<file path="src/rtl/pixel_stream_xform.sv">
// Streams one frame from SRC_BASE through a per-pixel operation into DST_BASE, one pixel per clock.
// Define PIXEL_XFORM_MIRROR_EN to enable mode 5 (pass-through with horizontal mirroring).

module pixel_stream_xform #(
    parameter int          IMG_W    = 320,
    parameter int          IMG_H    = 320,
    parameter logic [31:0] SRC_BASE = 32'd0,
    parameter logic [31:0] DST_BASE = 32'd131072,
    parameter int          RD_LAT   = 1
) (
    input  logic        clk,
    input  logic        rst_n,
    input  logic        start,
    input  logic [2:0]  mode,
    input  logic        pause,
    output logic        busy,
    output logic        done,
    output logic        error,
    output logic        rd_en,
    output logic [31:0] rd_addr,
    input  logic [31:0] rd_data,
    output logic        wr_en,
    output logic [31:0] wr_addr,
    output logic [31:0] wr_data
);

    localparam int XW = (IMG_W > 1) ? $clog2(IMG_W) : 1;
    localparam int YW = (IMG_H > 1) ? $clog2(IMG_H) : 1;
    localparam logic [XW-1:0] X_LAST  = XW'(IMG_W - 1);
    localparam logic [YW-1:0] Y_LAST  = YW'(IMG_H - 1);
    localparam logic [XW-1:0] X_ONE   = XW'(1);
    localparam logic [YW-1:0] Y_ONE   = YW'(1);
    localparam logic [31:0]   IMG_W_U = 32'(IMG_W);

    typedef enum logic [1:0] {
        ST_IDLE  = 2'd0,
        ST_RUN   = 2'd1,
        ST_DRAIN = 2'd2,
        ST_DONE  = 2'd3
    } state_t;

    state_t            state_r;
    state_t            state_nxt_s;
    logic [2:0]        mode_r;
    logic [XW-1:0]     x_r;
    logic [YW-1:0]     y_r;
    logic [XW-1:0]     rd_x_r;
    logic [YW-1:0]     rd_y_r;
    logic              busy_r;
    logic              done_r;
    logic              error_r;
    logic              rd_en_r;
    logic [31:0]       rd_addr_r;
    logic              wr_en_r;
    logic [31:0]       wr_addr_r;
    logic [31:0]       wr_data_r;
    logic [RD_LAT-1:0] pv_r;
    logic [XW-1:0]     px_r [RD_LAT];
    logic [YW-1:0]     py_r [RD_LAT];
    logic              issue_s;
    logic              accept_s;
    logic              reject_s;
    logic              last_pix_s;
    logic              pending_s;
    logic [31:0]       src_addr_s;
    logic [31:0]       dst_addr_s;
    logic [XW-1:0]     wr_x_s;

    function automatic logic mode_ok(input logic [2:0] m);
        logic ok;
        case (m)
            3'd0, 3'd1, 3'd2, 3'd3: ok = 1'b1;
`ifdef PIXEL_XFORM_MIRROR_EN
            3'd5:                   ok = 1'b1;
`endif
            default:                ok = 1'b0;
        endcase
        return ok;
    endfunction

    // Grayscale averages through a 10-bit sum so 3*255 cannot overflow.
    function automatic logic [31:0] xform(input logic [31:0] px, input logic [2:0] m);
        logic [7:0]  r;
        logic [7:0]  g;
        logic [7:0]  b;
        logic [9:0]  sum;
        logic [7:0]  gray;
        logic [31:0] res;
        r    = px[23:16];
        g    = px[15:8];
        b    = px[7:0];
        sum  = {2'b00, r} + {2'b00, g} + {2'b00, b};
        gray = 8'(sum / 10'd3);
        case (m)
            3'd0:    res = {8'h00, r, g, b};
            3'd1:    res = {8'h00, gray, gray, gray};
            3'd2:    res = {8'h00, r, 8'h00, b};
            3'd3:    res = {8'h00, ~r, ~g, ~b};
            default: res = {8'h00, r, g, b};
        endcase
        return res;
    endfunction

    assign last_pix_s = (x_r == X_LAST) && (y_r == Y_LAST);
    assign pending_s  = rd_en_r | (|pv_r);
    assign src_addr_s = SRC_BASE + 32'(y_r) * IMG_W_U + 32'(x_r);
    assign dst_addr_s = DST_BASE + 32'(py_r[RD_LAT-1]) * IMG_W_U + 32'(wr_x_s);

    // Destination column, mirrored when the optional mode is active.
    always_comb begin
        wr_x_s = px_r[RD_LAT-1];
`ifdef PIXEL_XFORM_MIRROR_EN
        if (mode_r == 3'd5) begin
            wr_x_s = X_LAST - px_r[RD_LAT-1];
        end else begin
            wr_x_s = px_r[RD_LAT-1];
        end
`endif
    end

    // Next-state and per-cycle control decode.
    always_comb begin
        state_nxt_s = state_r;
        issue_s     = 1'b0;
        accept_s    = 1'b0;
        reject_s    = 1'b0;
        case (state_r)
            ST_IDLE: begin
                if (start) begin
                    if (mode_ok(mode)) begin
                        accept_s    = 1'b1;
                        state_nxt_s = ST_RUN;
                    end else begin
                        reject_s    = 1'b1;
                        state_nxt_s = ST_IDLE;
                    end
                end else begin
                    state_nxt_s = ST_IDLE;
                end
            end
            ST_RUN: begin
                if (!pause) begin
                    issue_s = 1'b1;
                    if (last_pix_s) begin
                        state_nxt_s = ST_DRAIN;
                    end else begin
                        state_nxt_s = ST_RUN;
                    end
                end else begin
                    state_nxt_s = ST_RUN;
                end
            end
            ST_DRAIN: begin
                if (!pending_s) begin
                    state_nxt_s = ST_DONE;
                end else begin
                    state_nxt_s = ST_DRAIN;
                end
            end
            ST_DONE:  state_nxt_s = ST_IDLE;
            default:  state_nxt_s = ST_IDLE;
        endcase
    end

    // State, status flags, raster counters and read port.
    always_ff @(posedge clk or negedge rst_n) begin
        if (!rst_n) begin
            state_r   <= ST_IDLE;
            mode_r    <= 3'd0;
            x_r       <= '0;
            y_r       <= '0;
            rd_x_r    <= '0;
            rd_y_r    <= '0;
            busy_r    <= 1'b0;
            done_r    <= 1'b0;
            error_r   <= 1'b0;
            rd_en_r   <= 1'b0;
            rd_addr_r <= 32'd0;
        end else begin
            state_r <= state_nxt_s;
            busy_r  <= (state_nxt_s == ST_RUN) || (state_nxt_s == ST_DRAIN);
            done_r  <= (state_nxt_s == ST_DONE);
            rd_en_r <= issue_s;
            if (accept_s) begin
                mode_r  <= mode;
                error_r <= 1'b0;
                x_r     <= '0;
                y_r     <= '0;
            end else if (reject_s) begin
                mode_r  <= mode;
                error_r <= 1'b1;
            end else if (issue_s) begin
                rd_addr_r <= src_addr_s;
                rd_x_r    <= x_r;
                rd_y_r    <= y_r;
                if (x_r == X_LAST) begin
                    x_r <= '0;
                    y_r <= last_pix_s ? '0 : (y_r + Y_ONE);
                end else begin
                    x_r <= x_r + X_ONE;
                end
            end else begin
                x_r <= x_r;
            end
        end
    end

    // Coordinates ride alongside the read valid until rd_data arrives.
    always_ff @(posedge clk or negedge rst_n) begin
        if (!rst_n) begin
            pv_r <= '0;
            for (int i = 0; i < RD_LAT; i++) begin
                px_r[i] <= '0;
                py_r[i] <= '0;
            end
        end else begin
            pv_r[0] <= rd_en_r;
            px_r[0] <= rd_x_r;
            py_r[0] <= rd_y_r;
            for (int i = 1; i < RD_LAT; i++) begin
                pv_r[i] <= pv_r[i-1];
                px_r[i] <= px_r[i-1];
                py_r[i] <= py_r[i-1];
            end
        end
    end

    // Registered transform result and write port.
    always_ff @(posedge clk or negedge rst_n) begin
        if (!rst_n) begin
            wr_en_r   <= 1'b0;
            wr_addr_r <= 32'd0;
            wr_data_r <= 32'd0;
        end else begin
            wr_en_r <= pv_r[RD_LAT-1];
            if (pv_r[RD_LAT-1]) begin
                wr_addr_r <= dst_addr_s;
                wr_data_r <= xform(rd_data, mode_r);
            end else begin
                wr_addr_r <= wr_addr_r;
                wr_data_r <= wr_data_r;
            end
        end
    end

    assign busy    = busy_r;
    assign done    = done_r;
    assign error   = error_r;
    assign rd_en   = rd_en_r;
    assign rd_addr = rd_addr_r;
    assign wr_en   = wr_en_r;
    assign wr_addr = wr_addr_r;
    assign wr_data = wr_data_r;

endmodule

</file>
<file path="config.mk">
export PLATFORM = sky130hd
export DESIGN_NAME = pixel_stream_xform
export DESIGN_NICKNAME = d
export VERILOG_FILES = /design/src/rtl/pixel_stream_xform.sv
export SDC_FILE = /design/constraint.sdc
export NUM_CORES = 1
export LEC_CHECK = 0
export CAP_MARGIN = 20
export CORE_MARGIN = 4
export CORE_UTILIZATION = 54
export DETAILED_ROUTE_END_ITERATION = 10
export PLACE_DENSITY_LB_ADDON = 0.1
export SYNTH_ARGS = -nofsm -noshare
export SYNTH_HDL_FRONTEND = slang
export SYNTH_SLANG_ARGS = --single-unit
export TNS_END_PERCENT = 30
</file>
<file path="constraint.sdc">
create_clock -name clk -period 3.5 [get_ports clk]
set_input_delay 0.35 -clock clk [delete_from_list [all_inputs] [get_ports clk]]
set_output_delay 0.35 -clock clk [all_outputs]
set_load 0.1 [all_outputs]
</file>
==> flow_summary.yaml <==
run_status:
  status: "finished, violations left"
  failed_checks: "negative setup slack"
sta:
  final_period_minus_worst_setup_slack_ps: 4540
  fmax_mhz: 220
  final-hold-violation-count: 0
  tightest_slew_ps: 1060
  setup_repair_after_global_routing_missed_its_margin: "yes"
  timing.clock.skew_ps: 13.1
  timing.slew.headroom_pct: 29.4
  fin_crit_sh_pct: 130
  layout_setup_ws_ps: -1040
  timing_max_transition_violations_final: 0
  totalNegativeSetupSlack_ps: -7770
  finalSetupViolCount: 12
drt:
  via_per_inst: 5.55
  drt-initial-drc-count: 490
  routedWlPerCell_um: 17.6
  routed-via-count: 6945
  drt_drc_violations_left: 0
  drt-pass1-iter-count: 6
  detail_route.wirelength_mm: 22.0
  drtAntennaViolNets: 0
yosys:
  synth_commonest_cells: "sky130_fd_sc_hd__dfrtp_1, sky130_fd_sc_hd__nand2_1, sky130_fd_sc_hd__nor2_1, sky130_fd_sc_hd__a21oi_1, sky130_fd_sc_hd__inv_1"
  netlist-cell-type-count: 85
  synth_enable_flop_cells: 0
  ys_top_cells_by_area: "sky130_fd_sc_hd__dfrtp_1, sky130_fd_sc_hd__ha_1, sky130_fd_sc_hd__nand2_1"
  synth_area_leader_cell: "sky130_fd_sc_hd__dfrtp_1"
  syn_avg_cell_area_um2: 9.17
  yosys_most_used_dff: "sky130_fd_sc_hd__dfrtp_1"
  synth-seq-area-share_pct: 37.7
  synthesis.area_um2: 8020
  netlist.area_leader.share_pct: 37.7
  synth.ff_latch_count: 121
  yosysMostFrequentCell: "sky130_fd_sc_hd__dfrtp_1"
  synthesis.instances: 875
  yosys_warnings: 0
  share_of_async_settable_or_async_resettable_flops_after_synthesis_pct: 100
grt:
  grt.met1_usage_pct: 32.4
  antenna_found_initial: 0
  top_usage_layer: "met2"
  grt-ovfl-total: 0
  grt_start_max_net_pins: 68
  gr-usage-met3_pct: 5.03
  via_count_of_the_first_global_routing_pass: 7039
  global_route_wire_length_before_repair_mm: 35.2
  track_usage_pct: 26.5
  global_routing_usage_on_met2_pct: 46.9
clocking:
  cts_htree_levels: 4
  cts-root-to-sink-buffers: 2
  cts_buffers: 17
  worstSkewPairLatency_ps: 420
  cts.root.buffer_cell: "sky130_fd_sc_hd__clkbuf_16"
  tritoncts: "done"
  cts.sinks: 121
  cts_clock_pin_slew_for_the_worst_setup_and_hold_paths_ps: 60
cells_and_area:
  antenna-diode-count: 0
  synthToLayoutAreaGrowth_pct: 32.9
  final_cells: 1251
  layout.cell_area.non_filler_um2: 10700
  utilization_pct: 73.4
  final_layout_size_suffix_gt1_share_pct: 24.1
  final_net_count: 1151
placement:
  detailed_place_hpwl_mm: 16.3
  buffer_ports.inserted: 97
  place_ws_ps: -2050
  post_dp_cell_area_um2: 9660
  gpl.final_weighted_congestion: 0.877
  place_inst: 1208
floorplanning:
  initial_core_util_pct: 55.2
  floorplan.die.width_um: 130
  io_pins: 140
  core-area_um2: 14500
  core.rowCount: 44
  die_area_um2: 16900
  dieHeight_um: 130
setup_path:
  criticalPathCategory: "in2reg"
  crit_path_cell_trace: "dlygate4sd2_1 > fa_1 > inv_1 > fa_2 > nand2b_4 > a21oi_4 > xnor2_4 > nand2_2 > a41oi_2 > o31ai_2 > a211oi_4 > nor2_4 > mux2_4 > nand2_2 > o21ai_2 > ha_2 > or4b_4 > and4_4 > a2111oi_4 > nor2_1 > o21ai_1"
  timing.critical_path.fanout_max: 5
  crit_slowest_cell: "sky130_fd_sc_hd__fa_1"
  worst_ep_arrival_time_ps: 4880
  setup.worst_path.end_class: "register"
  timing.critical_path.from_type: "primary input"
  timing.critical_path.mode_cell: "sky130_fd_sc_hd__nand2_2"
  worst_ep_required_time_ps: 3840
  worst_path_largest_cell_delay_ps: 600
pwr:
  net-switching-power_uw: 5990
  leakage_power_total_uw: 0.00493
  comb_power_share_pct: 63.2
  p_per_area_nw_per_um2: 1070
  seq_power_share_pct: 20.4
  intPower_uw: 5400
  vdd.ir_drop.worst_v: 0.000708
  swShare_pct: 52.6
  power_share_of_the_clock_group_pct: 16.4
job:
  drv_cap: 0
worst_hold_path:
  worst_hold_path_type: "in2async"
-- worst paths after layout --
check	start	to	slack [ps]	cells after the start
min in group clk	rd_data[9]	wr_data[9]$_DFFE_PN0P_	350	4
worst min register to register	rd_x_r[6]$_DFFE_PN0P_	px_r[6]$_DFF_PN0_	370	0
max in group asynchronous	rst_n	state_r[0]$_DFF_PN0_	2620	2
worst max register to register	py_r[2]$_DFF_PN0_	wr_addr[16]$_DFFE_PN0P_	610	11
worst min-delay path	rst_n	px_r[3]$_DFF_PN0_	90	1
worst max-delay path	rd_data[18]	wr_data[0]$_DFFE_PN0P_	-1040	21
-- state kept, by name (all words and copies together) (netlist names), 2 cells and up --
signal and count:
px_r 9, x_r 9, rd_y_r 9, rd_x_r 9
state_r 2, y_r 9, wr_data 24, mode_r 3
py_r 9, rd_addr 13, wr_addr 19
-- timing repair --
item | in CTS | in global routing
endpoints found under the setup margin | 24 | 18
hold buffers | 0 | 0
pin swaps | 28 | 38
setup buffers | 10 | 2
resized for setup | 64 | 52
-- power groups by stage --
stage	logic (µW)	registers [µW]	clock network [µW]
finish	7200	2330	1870
floorplan	3040	4220	0
global route	7630	2390	1970
detailed placement	6730	2330	0
CTS	7010	2320	1900
global placement	6640	2310	0
-- cell type report --
cell class	count	area, µm²
clock buffers	17	425
clock inverters	15	209
fillers	1078	3870
inverters	54	213
multi-input cells	654	4760
flip-flops and latches	121	3030
well taps	184	230
repair buffers	206	1800
-- metal layers --
| metal | part of all wire (%) | routed length, µm |
|---|---|---|
| met3 | 4.5 | 990 |
| met2 | 53 | 11600 |
| met1 | 41 | 8930 |
| met5 | 0 | 0 |
| met4 | 2.2 | 476 |
-- worst max-delay path, delay by kind of cell --
family | cells | cell delay, ps
and+or+nand+nor | 7 | 1310
xor gates and xnor gates | 1 | 210
AOI/OAI and AO/OA | 7 | 1230
adders and majority gates | 3 | 1150
buffers and inverters | 2 | 330
muxes | 1 | 290
-- cells in the final DEF, fill, tap and decap left out, drive strengths merged, types with 4 or more instances in the layout --
cell type / n
a211oi: 6
a21o: 12
a21oi: 74
a22oi: 8
a31oi: 8
buf: 113
clkbuf: 20
clkdlybuf4s50: 72
clkinv: 5
conb: 34
dfrtp: 121
dlygate4sd2: 14
fa: 13
ha: 45
inv: 60
mux2: 18
nand2: 102
nand2b: 11
nand3: 17
nand4: 10
nor2: 80
nor2b: 13
nor3: 18
nor3b: 4
o211ai: 9
o21a: 4
o21ai: 50
o21bai: 8
o22ai: 6
or3: 4
xnor2: 25
xor2: 24
-- kinds of logic after synthesis --
logic type | after synthesis | synth area share (%)
other | 1 | 0.0467
muxes | 21 | 2.90
and+or+nand+nor | 280 | 16.6
AOI/OAI and AO/OA | 212 | 17.7
xor gates and xnor gates | 49 | 5.91
adders and majority gates | 58 | 10.3
DFF | 121 | 37.7
buffers and inverters | 133 | 8.87
-- through the flow --
| step | total power [µW] | hold slack (ps) |
|---|---|---|
| global route | 12000 | 156 |
| global placement | 8950 | 364 |
| finish | 11400 | 87.0 |
| CTS | 11200 | 114 |
| floorplan | 7260 | 54.4 |
| detailed placement | 9060 | 360 |
Note: power is estimated with default switching activity, not from simulation.
==> RTL change 1 (same settings) <==
Build with the macro `PIXEL_XFORM_MIRROR_EN` defined.
--- a/src/rtl/pixel_stream_xform.sv
+++ b/src/rtl/pixel_stream_xform.sv
@@ -1,5 +1,7 @@
 // Streams one frame from SRC_BASE through a per-pixel operation into DST_BASE, one pixel per clock.
 // Define PIXEL_XFORM_MIRROR_EN to enable mode 5 (pass-through with horizontal mirroring).
+
+`define PIXEL_XFORM_MIRROR_EN
 
 module pixel_stream_xform #(
     parameter int          IMG_W    = 320,
Check against the original RTL: not equivalent (Yosys sat finds a counterexample within 4 cycles, from zero or initial values and one cycle with rst_n low).
==> RTL change 1 against the unedited design <==
  * The run still ends with negative setup slack left
  * Total power shrank 5.7%
  * Design area grew 1.5%
  * Synthesized cell count grew 2.4%
  * Wire length shrank 6.4%
  * Area after synthesis grew 0.16%
  * Die area grew 0.15%
  * Worst setup slack gained 0.46 ns
  * Sequential cell count is the same
  * Hold slack lost 0.050 ns
  * Combinational power shrank 6.4%
  * Largest cell class unchanged
  * Largest power group unchanged
==> RTL change 1: results (changes against the unedited design) <==
Drt
  • DR vias/cell: 5.39 (-2.8%)
  • Top layer in use: met4
  • WL met2: 11.1 mm (-4.7%)
  • Metal3 WL: 649 µm (-34%)
  • Iter 0 DRT Violations: 364 (-26%)
  • WL final: 20.6 mm (-6.4%)
  • Met1 wire length: 8.59 mm (-3.8%)
  • First-pass DRT Iterations: 4 (-2)

STA
  • Final setup margin: -0.578 ns (+0.459 ns)
  • Post-Route Skew: 0.00805 ns (-0.00510 ns)
  • Slew headroom: 31.1% (+1.7 points)
  • Setup TNS: -4.31 ns (+3.46 ns)
  • Setup violators final: 12 (unchanged)

Placed design
  • Placed Area: 9790 µm² (+1.4%)
  • GPL Wtd Cong: 0.842 (-3.9%)
  • Dpl ws: -1.54 ns (+0.512 ns)

GRT
  • Pin count of the biggest net entering global routing: 69 (+1.5%)
  • Total GRT Usage: 24.9% (-1.6 points)
  • First-pass GRT wire length: 33.6 mm (-4.7%)
  • Vias in the first global route: 6727 (-4.4%)

Layout
  • Layout cell share with drive strength beyond 1: 23.9% (-0.21 points)
  • Post-layout net count: 1195 (+3.8%)
  • Fillers: 1107 (+2.7%)
  • Layout Utilization: 74.5% (+1.1 points)
  • Non-filler instance count after layout: 1294 (+3.4%)

Pwr
  • Peak VDD IR: 0.000480 V (-32%)
  • Leak pwr: 5.13 nW (+4.0%)
  • Internal Pwr Total: 5.15 mW (-4.7%)

Worst setup path
  • Largest stage delay on the critical path: 0.55 ns (-0.05 ns)
  • Max Fanout on Critical Path: 7 (+2)
  • CP delay by family, top: compound AO/OA/AOI/OAI gates
  • Critical path arrival: 4.36 ns (-0.52 ns)

Synth
  • Syn avg cell area: 8.97 µm² (-2.2%)
  • Synth top area share: 37.7% (-0.059 points)
  • Seq/Total Area, Yosys: 37.7% (-0.059 points)
  • Yosys cell types: 78 (-8.2%)
  • Most area-consuming cells after synthesis: dfrtp_1 (38%), ha_1 (7.2%), nand2_1 (5.6%), a21oi_1 (4.5%), buf_4 (4.0%)
  • Commonest cells post-synth: dfrtp_1 (121), nand2_1 (120), nor2_1 (75), a21oi_1 (73), o21ai_0 (53)

Status
  • Run status: complete, but fails checks
  • Failing checks: negative setup slack

CTS
  • CTS HTree Levels: 4 (unchanged)
RTL change 1: cell types whose count changed after synthesis, moves of 4 or more:
| cell | delta |
|---|---|
| a31oi_1 | +6 |
| and3_1 | +6 |
| buf_6 | -5 |
| inv_1 | -6 |
| mux2_2 | -10 |
| mux2i_1 | +5 |
| nand2_1 | +18 |
| nand2b_1 | +4 |
| nand3_1 | -5 |
| nor3_1 | -8 |
| o21ai_0 | +10 |
| o22a_1 | +6 |
| xor2_1 | +8 |
RTL change 1: layout make-up:
cell class	count	area share (%)
inverters	48	1.78
well taps	184	2.13
clock inverters	14	1.49
clock buffers	18	4.06
flip-flops and latches	121	28.0
repair buffers	226	17.8
multi-input cells	683	44.7
RTL change 1: path summary, 6_finish.rpt:
kind,startpoint,end,slack [ns],cells past startpoint
max in group asynchronous,rst_n,pv_r$_DFF_PN0_,2.68,2
max reg2reg,y_r[3]$_DFFE_PN0P_,rd_addr[16]$_DFFE_PN0P_,0.54,13
min in group clk,rd_data[4],wr_data[4]$_DFFE_PN0P_,0.29,3
min reg2reg,rd_x_r[8]$_DFFE_PN0P_,px_r[8]$_DFF_PN0_,0.37,0
max,rd_data[3],wr_data[16]$_DFFE_PN0P_,-0.58,24
min,rst_n,rd_addr[13]$_DFFE_PN0P_,0.04,1
RTL change 1: timing repair:
item	in CTS	in global routing
setup endpoints to repair	21	18
resized for setup	111	32
pin swaps	47	32
buffers inserted	19	2
gates cloned	0	0
RTL change 1: logic make-up after synthesis:
logic type	after synthesis	share of synthesized area [%]
AO/OA/AOI/OAI	234	19.3
XOR/XNOR	58	6.41
adder cells (fa/ha/maj)	60	10.5
buffers and inverters	125	8.00
flip-flops	121	37.7
multiplexers	17	2.30
other	1	0.0467
AND/OR/NAND/NOR	280	15.7
RTL change 1: worst reg2reg max path, stage by stage, from the launching register on:
cell and delay (ns):
dfrtp_1 0.46, ha_1 0.32, ha_1 0.17, inv_1 0.06, fa_1 0.39, inv_1 0.07, a21oi_1 0.05, o21ai_0 0.25
a21oi_1 0.10, o21ai_0 0.26, xor2_1 0.29, nand3_1 0.13, xor2_1 0.17, o21ai_0 0.16
RTL change 1: metal layers:
layer | up-vias | track usage, %
met5 | - | 0
met2 | 126 | 43.9
met3 | 25 | 4.50
met4 | 0 | 6.85
li1 | 3440 | -
met1 | 3389 | 31.7
RTL change 1: power by group through the flow:
stage	clock [mW]	combinational, mW	sequential, mW
finish	1.80	6.74	2.20
global route	1.87	7.16	2.26
CTS	1.81	6.60	2.20
detailed placement	0	6.33	2.22
global placement	0	6.27	2.22
floorplan	0	2.67	4.15
==> RTL change 2 (same settings) <==
Without the edit above. The 4 states of `state_t` get a Gray code encoding in 2 bits.
--- a/src/rtl/pixel_stream_xform.sv
+++ b/src/rtl/pixel_stream_xform.sv
@@ -33,10 +33,10 @@
     localparam logic [31:0]   IMG_W_U = 32'(IMG_W);
 
     typedef enum logic [1:0] {
-        ST_IDLE  = 2'd0,
-        ST_RUN   = 2'd1,
-        ST_DRAIN = 2'd2,
-        ST_DONE  = 2'd3
+        ST_IDLE  = 2'b00,
+        ST_RUN   = 2'b01,
+        ST_DRAIN = 2'b11,
+        ST_DONE  = 2'b10
     } state_t;
 
     state_t            state_r;
Formal check against the unedited RTL: no difference found for any inputs over 10 cycles, from zero or initial values and one cycle with rst_n low; not proved beyond that.
==> RTL change 2 against the unedited design <==
  * Total power fell by 18%
  * Largest cell class unchanged
  * Design area barely moved
  * Area after synthesis fell by 1.4%
  * The run still ends with negative setup slack left
  * Die area fell by 1.3%
  * Critical path depth rose by 1
  * Via count rose by 2.7%
  * Wire length rose by 1.4%
  * Sequential cell count fell by 1
  * Worst setup slack improved by 0.037 ns
  * Fmax rose by 0.81%
  * Sequential power fell by 14%
==> RTL change 2: results (changes against the unedited design) <==
Drt
  • Iter 0 DRT Violations: 369 (-25%)
  • DR vias/cell: 5.60 (+0.90%)
  • Via Count: 7131 (+2.7%)
  • WL final: 22.3 mm (+1.4%)
  • First-pass DRT Iterations: 5 (-1)

GRT
  • Pin count of the biggest net entering global routing: 51 (-25%)
  • Total GRT Usage: 27.5% (+0.97 points)
  • Vias in the first global route: 7208 (+2.4%)
  • First-pass GRT wire length: 36.2 mm (+2.9%)

Worst setup path
  • CP startpoint: rd_data[17]
  • Critical path arrival: 4.76 ns (-0.12 ns)
  • Slowest cell on the critical path: fa_2
  • Max Fanout on Critical Path: 3 (-2)
  • Reg-to-reg endpoint: rd_addr[16]$_DFFE_PN0P_
  • FF-to-FF Start: y_r[3]$_DFFE_PN0P_
  • Largest stage delay on the critical path: 0.56 ns (-0.04 ns)
  • R2R Setup Slk: 0.54 ns (-0.07 ns)

Layout
  • Fillers: 1010 (-6.3%)
  • Post-layout net count: 1176 (+2.2%)

STA
  • Final setup margin: -1.00 ns (+0.0366 ns)
  • Post-Route Skew: 0.0130 ns (-0.000189 ns)
  • Slew headroom: 30.1% (+0.69 points)
  • Setup violators final: 16 (+4)

Synth
  • Yosys cell types: 78 (-8.2%)
  • Commonest cells post-synth: nand2_1 (123), dfrtp_1 (120), nor2_1 (71), a21oi_1 (53), inv_1 (53)
  • Seq/Total Area, Yosys: 37.9% (+0.21 points)
  • Syn avg cell area: 9.05 µm² (-1.3%)
  • Most area-consuming cells after synthesis: dfrtp_1 (38%), ha_1 (7.0%), nand2_1 (5.8%), buf_4 (4.0%), nor2_1 (3.4%)

Status
  • Failing checks: negative setup slack
  • Run status: complete, but fails checks

Pwr
  • Internal Pwr Total: 4.55 mW (-16%)
  • Peak VDD IR: 0.000651 V (-8.0%)
  • Leak pwr: 5.01 nW (+1.6%)

Placed design
  • GPL Wtd Cong: 0.896 (+2.2%)
  • Hpwl dp: 16.5 mm (+1.1%)

Hold path
  • Worst min path class: in -> reg
-- RTL change 2: how the worst min path moves through the flow --
stage                          startpoint                      end  slack, ns  cells past startpoint
floorplan                           rst_n           busy$_DFF_PN0_       0.05                      0
global placement    rd_x_r[7]$_DFFE_PN0P_        px_r[7]$_DFF_PN0_       0.36                      0
detailed placement  rd_x_r[6]$_DFFE_PN0P_        px_r[6]$_DFF_PN0_       0.36                      0
CTS                           rd_data[17]  wr_data[17]$_DFFE_PN0P_       0.29                      4
global route                  rd_data[17]  wr_data[17]$_DFFE_PN0P_       0.32                      4
finish                        rd_data[17]  wr_data[17]$_DFFE_PN0P_       0.31                      4
-- RTL change 2: area by class of cell --
type	instances	area (µm²)	share of cell area (%)
multi-input cells	656	4700	44.1
inverters	55	221	2.08
well taps	180	225	2.11
clock inverters	15	153	1.43
flip-flops and latches	120	3000	28.2
clock buffers	17	425	3.99
repair buffers	230	1930	18.1
-- RTL change 2: power by group through the flow --
stage | Clock, mW | Sequential, mW | Combinational (mW)
3_5_place_dp | 0 | 2.02 | 5.17
6_report | 1.70 | 2.00 | 5.68
5_1_grt | 1.80 | 2.06 | 5.99
4_1_cts | 1.74 | 2.00 | 5.40
3_3_place_gp | 0 | 2.01 | 5.10
2_1_floorplan | 0 | 3.60 | 2.17
-- RTL change 2: metrics by stage --
stage               instance area (µm²)  total power [mW]  setup slack [ns]  TNS (ns)  util, %
global placement                   9520              7.11             -1.80    -29.56     67.5
global route                      10700              9.84             -1.20     -9.10     75.6
finish                            10700              9.39             -1.00     -6.53     75.6
floorplan                          8100              5.76             -1.17     -8.43        -
detailed placement                 9520              7.19             -1.92    -30.41     67.5
CTS                               10400              9.15             -1.05     -8.77     73.8
-- RTL change 2: layer usage --
layer | vias up | GRT usage [%] | wire, µm
met5 | - | 0 | 0
met4 | 0 | 11.2 | 734
met3 | 60 | 4.70 | 905
met2 | 210 | 46.6 | 11300
met1 | 3478 | 35.1 | 9340
li1 | 3383 | - | -
-- RTL change 2: kinds of logic (layout without fill, tap and decap cells) --
group	after synthesis	after routing	synth area share (%)
flops	120	120	37.9
mux	21	21	2.94
fa+ha+maj	58	58	10.4
xor+xnor	45	45	4.98
simple gates	281	281	15.8
buf+inv	131	317	9.64
other cells	1	34	0.0474
compound gates	217	217	18.2
-- RTL change 2: repair_timing --
item	in CTS	in global routing
setup buffers	24	6
gates resized for setup	115	73
pin swaps	37	41
endpoints found under the hold margin	40	0
hold buffers	1	0
setup endpoints to repair	24	24
gates cloned	0	0
-- RTL change 2: critical path, delay by kind of cell --
family | cells | cell delay, ns
AOI/OAI and AO/OA | 9 | 1.97
adders and majority gates | 3 | 0.96
buffers and inverters | 5 | 0.39
muxes | 2 | 0.39
and+or+nand+nor | 3 | 0.68
